## config.mk

```make
export PLATFORM = sky130hd
export DESIGN_NAME = regfile_wb_arbiter
export DESIGN_NICKNAME = d
export VERILOG_FILES = /design/src/rtl/regfile_wb_arbiter.sv
export SDC_FILE = /design/constraint.sdc
export NUM_CORES = 1
export LEC_CHECK = 0
export CAP_MARGIN = 25
export CORE_MARGIN = 2
export CORE_UTILIZATION = 30
export CTS_BUF_LIST = sky130_fd_sc_hd__clkbuf_16
export DETAILED_ROUTE_END_ITERATION = 12
export PLACE_DENSITY = 0.85
export RECOVER_POWER = 25
export SYNTH_ARGS = -nofsm -noshare
export SYNTH_HDL_FRONTEND = slang
export SYNTH_SLANG_ARGS = --single-unit
```

## constraint.sdc

```tcl
create_clock -name clk -period 2.47 [get_ports clk]
set_input_delay 0.494 -clock clk [delete_from_list [all_inputs] [get_ports clk]]
set_output_delay 0.494 -clock clk [all_outputs]
set_load 0.02 [all_outputs]
```

## src/rtl/regfile_wb_arbiter.sv

```systemverilog
// Register-file write-port arbiter: pipeline (A) vs multi-cycle unit (B), with a
// busy scoreboard and hazard stall. Optional forwarding macro: REGFILE_WB_ARB_BYPASS_EN.
module regfile_wb_arbiter #(
  parameter int unsigned XLEN         = 32,
  parameter int unsigned STARVE_LIMIT = 4
) (
  input  logic            clk,
  input  logic            rst,
  input  logic            a_valid,
  input  logic [4:0]      a_addr,
  input  logic [XLEN-1:0] a_data,
  output logic            a_ready,
  input  logic            b_valid,
  input  logic [4:0]      b_addr,
  input  logic [XLEN-1:0] b_data,
  output logic            b_ready,
  input  logic            sb_set_valid,
  input  logic [4:0]      sb_set_addr,
  input  logic [4:0]      dec_rs1,
  input  logic [4:0]      dec_rs2,
  input  logic [4:0]      dec_rd,
  input  logic            dec_use_rs1,
  input  logic            dec_use_rs2,
  input  logic            dec_use_rd,
  output logic            hazard,
  output logic            reg_wen,
  output logic [4:0]      rd_addr,
  output logic [XLEN-1:0] rd_data,
  input  logic [XLEN-1:0] rf_rs1_data,
  input  logic [XLEN-1:0] rf_rs2_data,
  output logic [XLEN-1:0] rs1_data,
  output logic [XLEN-1:0] rs2_data
);

  localparam int unsigned NREG = 32;
  localparam int unsigned CW   = 8;

  typedef enum logic {NORMAL, FORCE_B} state_t;

  state_t          state;
  logic [CW-1:0]   starve_cnt;
  logic [NREG-1:0] busy;
  logic [NREG-1:0] busy_nxt;
  logic            grant_a;
  logic            grant_b;
  logic            b_denied;

  // Grant selection; nothing is accepted while reset is asserted
  always_comb begin
    a_ready = 1'b0;
    b_ready = 1'b0;
    if (!rst) begin
      if (state == NORMAL) begin
        a_ready = a_valid;
        b_ready = b_valid & ~a_valid;
      end else begin
        b_ready = b_valid;
      end
    end
  end

  assign grant_a  = a_valid & a_ready;
  assign grant_b  = b_valid & b_ready;
  assign b_denied = b_valid & ~b_ready;

  // Write port follows the grant with no added latency; x0 is never written
  always_comb begin
    reg_wen = 1'b0;
    rd_addr = '0;
    rd_data = '0;
    if (grant_a) begin
      reg_wen = (a_addr != 5'd0);
      rd_addr = a_addr;
      rd_data = a_data;
    end else if (grant_b) begin
      reg_wen = (b_addr != 5'd0);
      rd_addr = b_addr;
      rd_data = b_data;
    end
  end

  // Issue sets after the retire clear so a same-edge collision leaves the entry busy
  always_comb begin
    busy_nxt = busy;
    if (grant_b)      busy_nxt[b_addr]      = 1'b0;
    if (sb_set_valid) busy_nxt[sb_set_addr] = 1'b1;
    busy_nxt[0] = 1'b0;
  end

  always_ff @(posedge clk) begin
    if (rst) begin
      state      <= NORMAL;
      starve_cnt <= '0;
      busy       <= '0;
    end else begin
      if (b_denied) begin
        if (starve_cnt < CW'(STARVE_LIMIT)) starve_cnt <= starve_cnt + CW'(1);
      end else begin
        starve_cnt <= '0;
      end
      case (state)
        NORMAL:  if (b_denied && (starve_cnt == CW'(STARVE_LIMIT - 1))) state <= FORCE_B;
        FORCE_B: if (grant_b || !b_valid) state <= NORMAL;
        default: state <= NORMAL;
      endcase
      busy <= busy_nxt;
    end
  end

  assign hazard = ~rst & ((dec_use_rs1 & busy[dec_rs1]) |
                          (dec_use_rs2 & busy[dec_rs2]) |
                          (dec_use_rd  & busy[dec_rd]));

`ifdef REGFILE_WB_ARB_BYPASS_EN
  // Forward the same-cycle write around the register file's asynchronous read
  assign rs1_data = (reg_wen && (rd_addr == dec_rs1) && (dec_rs1 != 5'd0)) ? rd_data : rf_rs1_data;
  assign rs2_data = (reg_wen && (rd_addr == dec_rs2) && (dec_rs2 != 5'd0)) ? rd_data : rf_rs2_data;
`else
  assign rs1_data = rf_rs1_data;
  assign rs2_data = rf_rs2_data;
`endif

endmodule

```

==> run_results.csv <==
group,metric,value,unit
cells_and_area,final_cell_area,0.00482,mm²
synthesis,syn_avg_cell_area,8.49,µm²
drt,via_per_inst,5.52,
placed_design,place_hpwl,9.78,mm
cts,htree_levels,2,
job,drv_cap,0,
placed_design,dp_slack,-0.891,ns
cts,postCtsHoldBufs,0,
synthesis,synth_edf_count,0,
sta,fin_crit_sh,101,%
cells_and_area,nets,666,
die,dieArea,0.0119,mm²
global_route,grt_pass1_wl,18.7,mm
worst_setup_path,worstPathRequired,1.98,ns
cts,cts_buffers,5,
synthesis,ys_types,44,
worst_setup_path,crit_fanout,4,
worst_setup_path,start_kind,"input pin",
worst_setup_path,crit_path_top_delay_cell,"mux4_2",
die,coreArea,0.0108,mm²
drt,drc,0,
die,start_util,30.6,%
synthesis,synthMuxAreaShare,16.9,%
drt,routed-via-count,3533,
worst_setup_path,cp_cell_sequence,"buf_4 -> bufbuf_16 -> mux2i_1 -> mux4_2 -> a32oi_1 -> nand3_1 -> o211ai_1 -> buf_4",
sta,setup_viol,1,
synthesis,synth_compound_area_share,23.4,%
cells_and_area,syn2layout_area_growth,46.1,%
drt,first_iter_violations,367,
synthesis,syn_inst,389,
worst_setup_path,critPathCaptureType,"output pin",
cells_and_area,fillers,1024,
cts,clk_pin_slew_worst_paths,0.06,ns
cells_and_area,final_cell_mix,"clkdlybuf4s50_1 (89), buf_4 (44), nand2_1 (42), dfxtp_1 (38), a22o_1 (37)",
cells_and_area,drive_gt1_share,27.0,%
placed_design,place_area,0.00468,mm²
pwr,ir_worst_vdd,0.374,mV
cts,cts_buffer_depth,2,
placed_design,port_buffers,142,
sta,final_max_slew_viol_count,0,
synthesis,synth_top_family_by_area,"compound AO/OA/AOI/OAI gates",
synthesis,ys_seq_area_share,24.3,%
global_route,antenna_found_initial,0,
global_route,grt_max_degree,41,
synthesis,synth-xor-area-share,0.265,%
sta,finClkSkew,0.00606,ns
sta,timing.fmax,400,MHz
sta,final_hold_viol_count,0,
pwr,leakage,1.97,nW
worst_setup_path,cp_data_arrival_time,2.01,ns
synthesis,ys_warn_count,0,
synthesis,synth-adder-area-share,0.379,%
die,num_rows,38,
sta,maxSlewHeadroom,58.1,%
synthesis,synth-async-reset-ratio,0,%
die,num_io_pins,271,
synthesis,syn_nets,556,
drt,wire_per_inst,19.1,µm
global_route,grt.total_usage,20.4,%
sta,worst_pin_slew,0.627,ns
sta,setup_slack,-0.0293,ns
synthesis,ys_ff_latch,40,
worst_setup_path,crit_top_cell,"buf_4",
cells_and_area,n_antenna_cell,0,
cells_and_area,final_common_cell,"clkdlybuf4s50_1",
synthesis,post_synth_and_or_nand_nor_area_fraction,16.1,%
synthesis,synthesis.area,0.00330,mm²
status,status,"complete, but fails checks",
cts,cts_sinks,40,
cts,cts_tree,"yes",
cts,clockRootBuffer,"clkbuf_16",
hold_path,hold_path.class,"flip-flop to flip-flop",
drt,routed_wl,12.3,mm
status,violations,"negative setup slack",
die,die_width,109,µm
drt,drt_pass1_iterations,5,
sta,fin_crit,2.50,ns
drt,antenna_left,0,
worst_setup_path,max_stage_delay,0.46,ns
pwr,powerDensity,401,mW/mm²
global_route,first_global_vias,3554,
placed_design,gp_congestion,0.951,
die,die_y,109,µm
worst_setup_path,r2r_slack,0.61,ns
cts,clock_latency,0.28,ns
global_route,grt_overflow,0,
synthesis,synthFlopType,"dfxtp_1",
sta,rsz0062_at_grt,"yes",
worst_setup_path,critPathKind,"input pin to output pin",
==> synth_stat cells (2+ instances only) <==
| cell | n | area, µm² |
|---|---|---|
| a21oi_1 | 34 | 170 |
| a22o_1 | 37 | 324 |
| and2_1 | 5 | 31.3 |
| and3_1 | 3 | 18.8 |
| and3b_1 | 3 | 26.3 |
| buf_1 | 2 | 7.51 |
| buf_2 | 7 | 35.0 |
| buf_4 | 64 | 480 |
| buf_6 | 2 | 22.5 |
| clkbuf_1 | 14 | 52.6 |
| dfxtp_1 | 40 | 801 |
| inv_1 | 5 | 18.8 |
| mux2i_1 | 12 | 120 |
| mux4_2 | 19 | 428 |
| nand2_1 | 42 | 158 |
| nand2b_1 | 5 | 31.3 |
| nand3_1 | 7 | 35.0 |
| nand3b_1 | 7 | 52.6 |
| nor2_1 | 13 | 48.8 |
| nor2b_1 | 4 | 25.0 |
| nor3_1 | 3 | 15.0 |
| nor3b_1 | 6 | 45.0 |
| nor4_1 | 2 | 12.5 |
| o211ai_1 | 2 | 15.0 |
| o21ai_0 | 16 | 80.1 |
| o21ai_1 | 17 | 85.1 |
==> worst paths after layout <==
kind	start	end	cells past startpoint
worst max-delay path	dec_rd[1]	hazard	8
worst min-delay path	starve_cnt[2]$_SDFFE_PP0N_	starve_cnt[2]$_SDFFE_PP0N_	1
worst max register to register	state$_SDFF_PP0_	busy[25]$_SDFF_PP0_	7
worst min register to register	starve_cnt[2]$_SDFFE_PP0N_	starve_cnt[2]$_SDFFE_PP0N_	1
==> metal layers <==
| layer | vias up | share of wire, % | global-route usage (%) |
|---|---|---|---|
| met5 | - | 0 | 0 |
| met4 | 0 | 2.4 | 5.59 |
| met3 | 43 | 13 | 7.35 |
| met2 | 231 | 47 | 34.9 |
| met1 | 1670 | 38 | 24.2 |
| li1 | 1589 | - | - |
==> per-stage QoR <==
step                power [mW]  utilization [%]  hold WS [ns]  setup TNS, ns  cells
floorplan                 1.04                -         0.427              0    389
global placement          1.21             43.4         0.435         -10.84    626
detailed placement        1.22             43.4         0.446         -11.30    626
CTS                       1.93             45.2         0.459         -0.223    636
global route              2.00             44.7         0.477        -0.0698    640
finish                    1.94             44.7         0.460        -0.0293    640
==> cell type report <==
| cell class | instances | area [µm²] | share of cell area [%] |
|---|---|---|---|
| timing repair buffer | 192 | 1720 | 35.7 |
| tap | 140 | 175 | 3.63 |
| clock inverter | 3 | 47.5 | 0.986 |
| inverter | 5 | 18.8 | 0.389 |
| sequential | 40 | 803 | 16.7 |
| multi-input combinational | 255 | 1930 | 40.1 |
| clock buffer | 5 | 125 | 2.60 |
==> cell families (layout without fill, tap and decap cells) <==
group                    after synthesis  after routing
AND/OR/NAND/NOR                      104            104
AO/OA/AOI/OAI                        117            117
flip-flops                            40             40
buffers and inverters                 94            205
XOR/XNOR                               1              1
multiplexers                          32             32
adder cells (fa/ha/maj)                1              1
==> power by group <==
group / internal, mW / switching, mW / leakage (nW)
clock network: 0.479 / 0.254 / 0.0840
registers: 0.653 / 0.00841 / 0.324
logic: 0.301 / 0.239 / 1.56
==> sequential cells by signal, indices dropped and copies added, names as in the netlist <==
register / cells
state: 1
starve_cnt: 8
busy: 31
==> critical path: cells and delay by family <==
kind / cells / cell delay, ns
buffers and inverters: 3 / 0.55
and+or+nand+nor: 1 / 0.09
muxes: 2 / 0.56
AOI/OAI and AO/OA: 2 / 0.29
==> repair_timing <==
| item | 4_1_cts | 5_1_grt |
|---|---|---|
| resized for setup | 75 | 102 |
| buffers inserted | 1 | 3 |
| pin swaps | 0 | 8 |
| gates cloned | 1 | 1 |
| endpoints found under the setup margin | 41 | 38 |
| endpoints found under the hold margin | 0 | 0 |
Power figures use the tool's default switching activity.
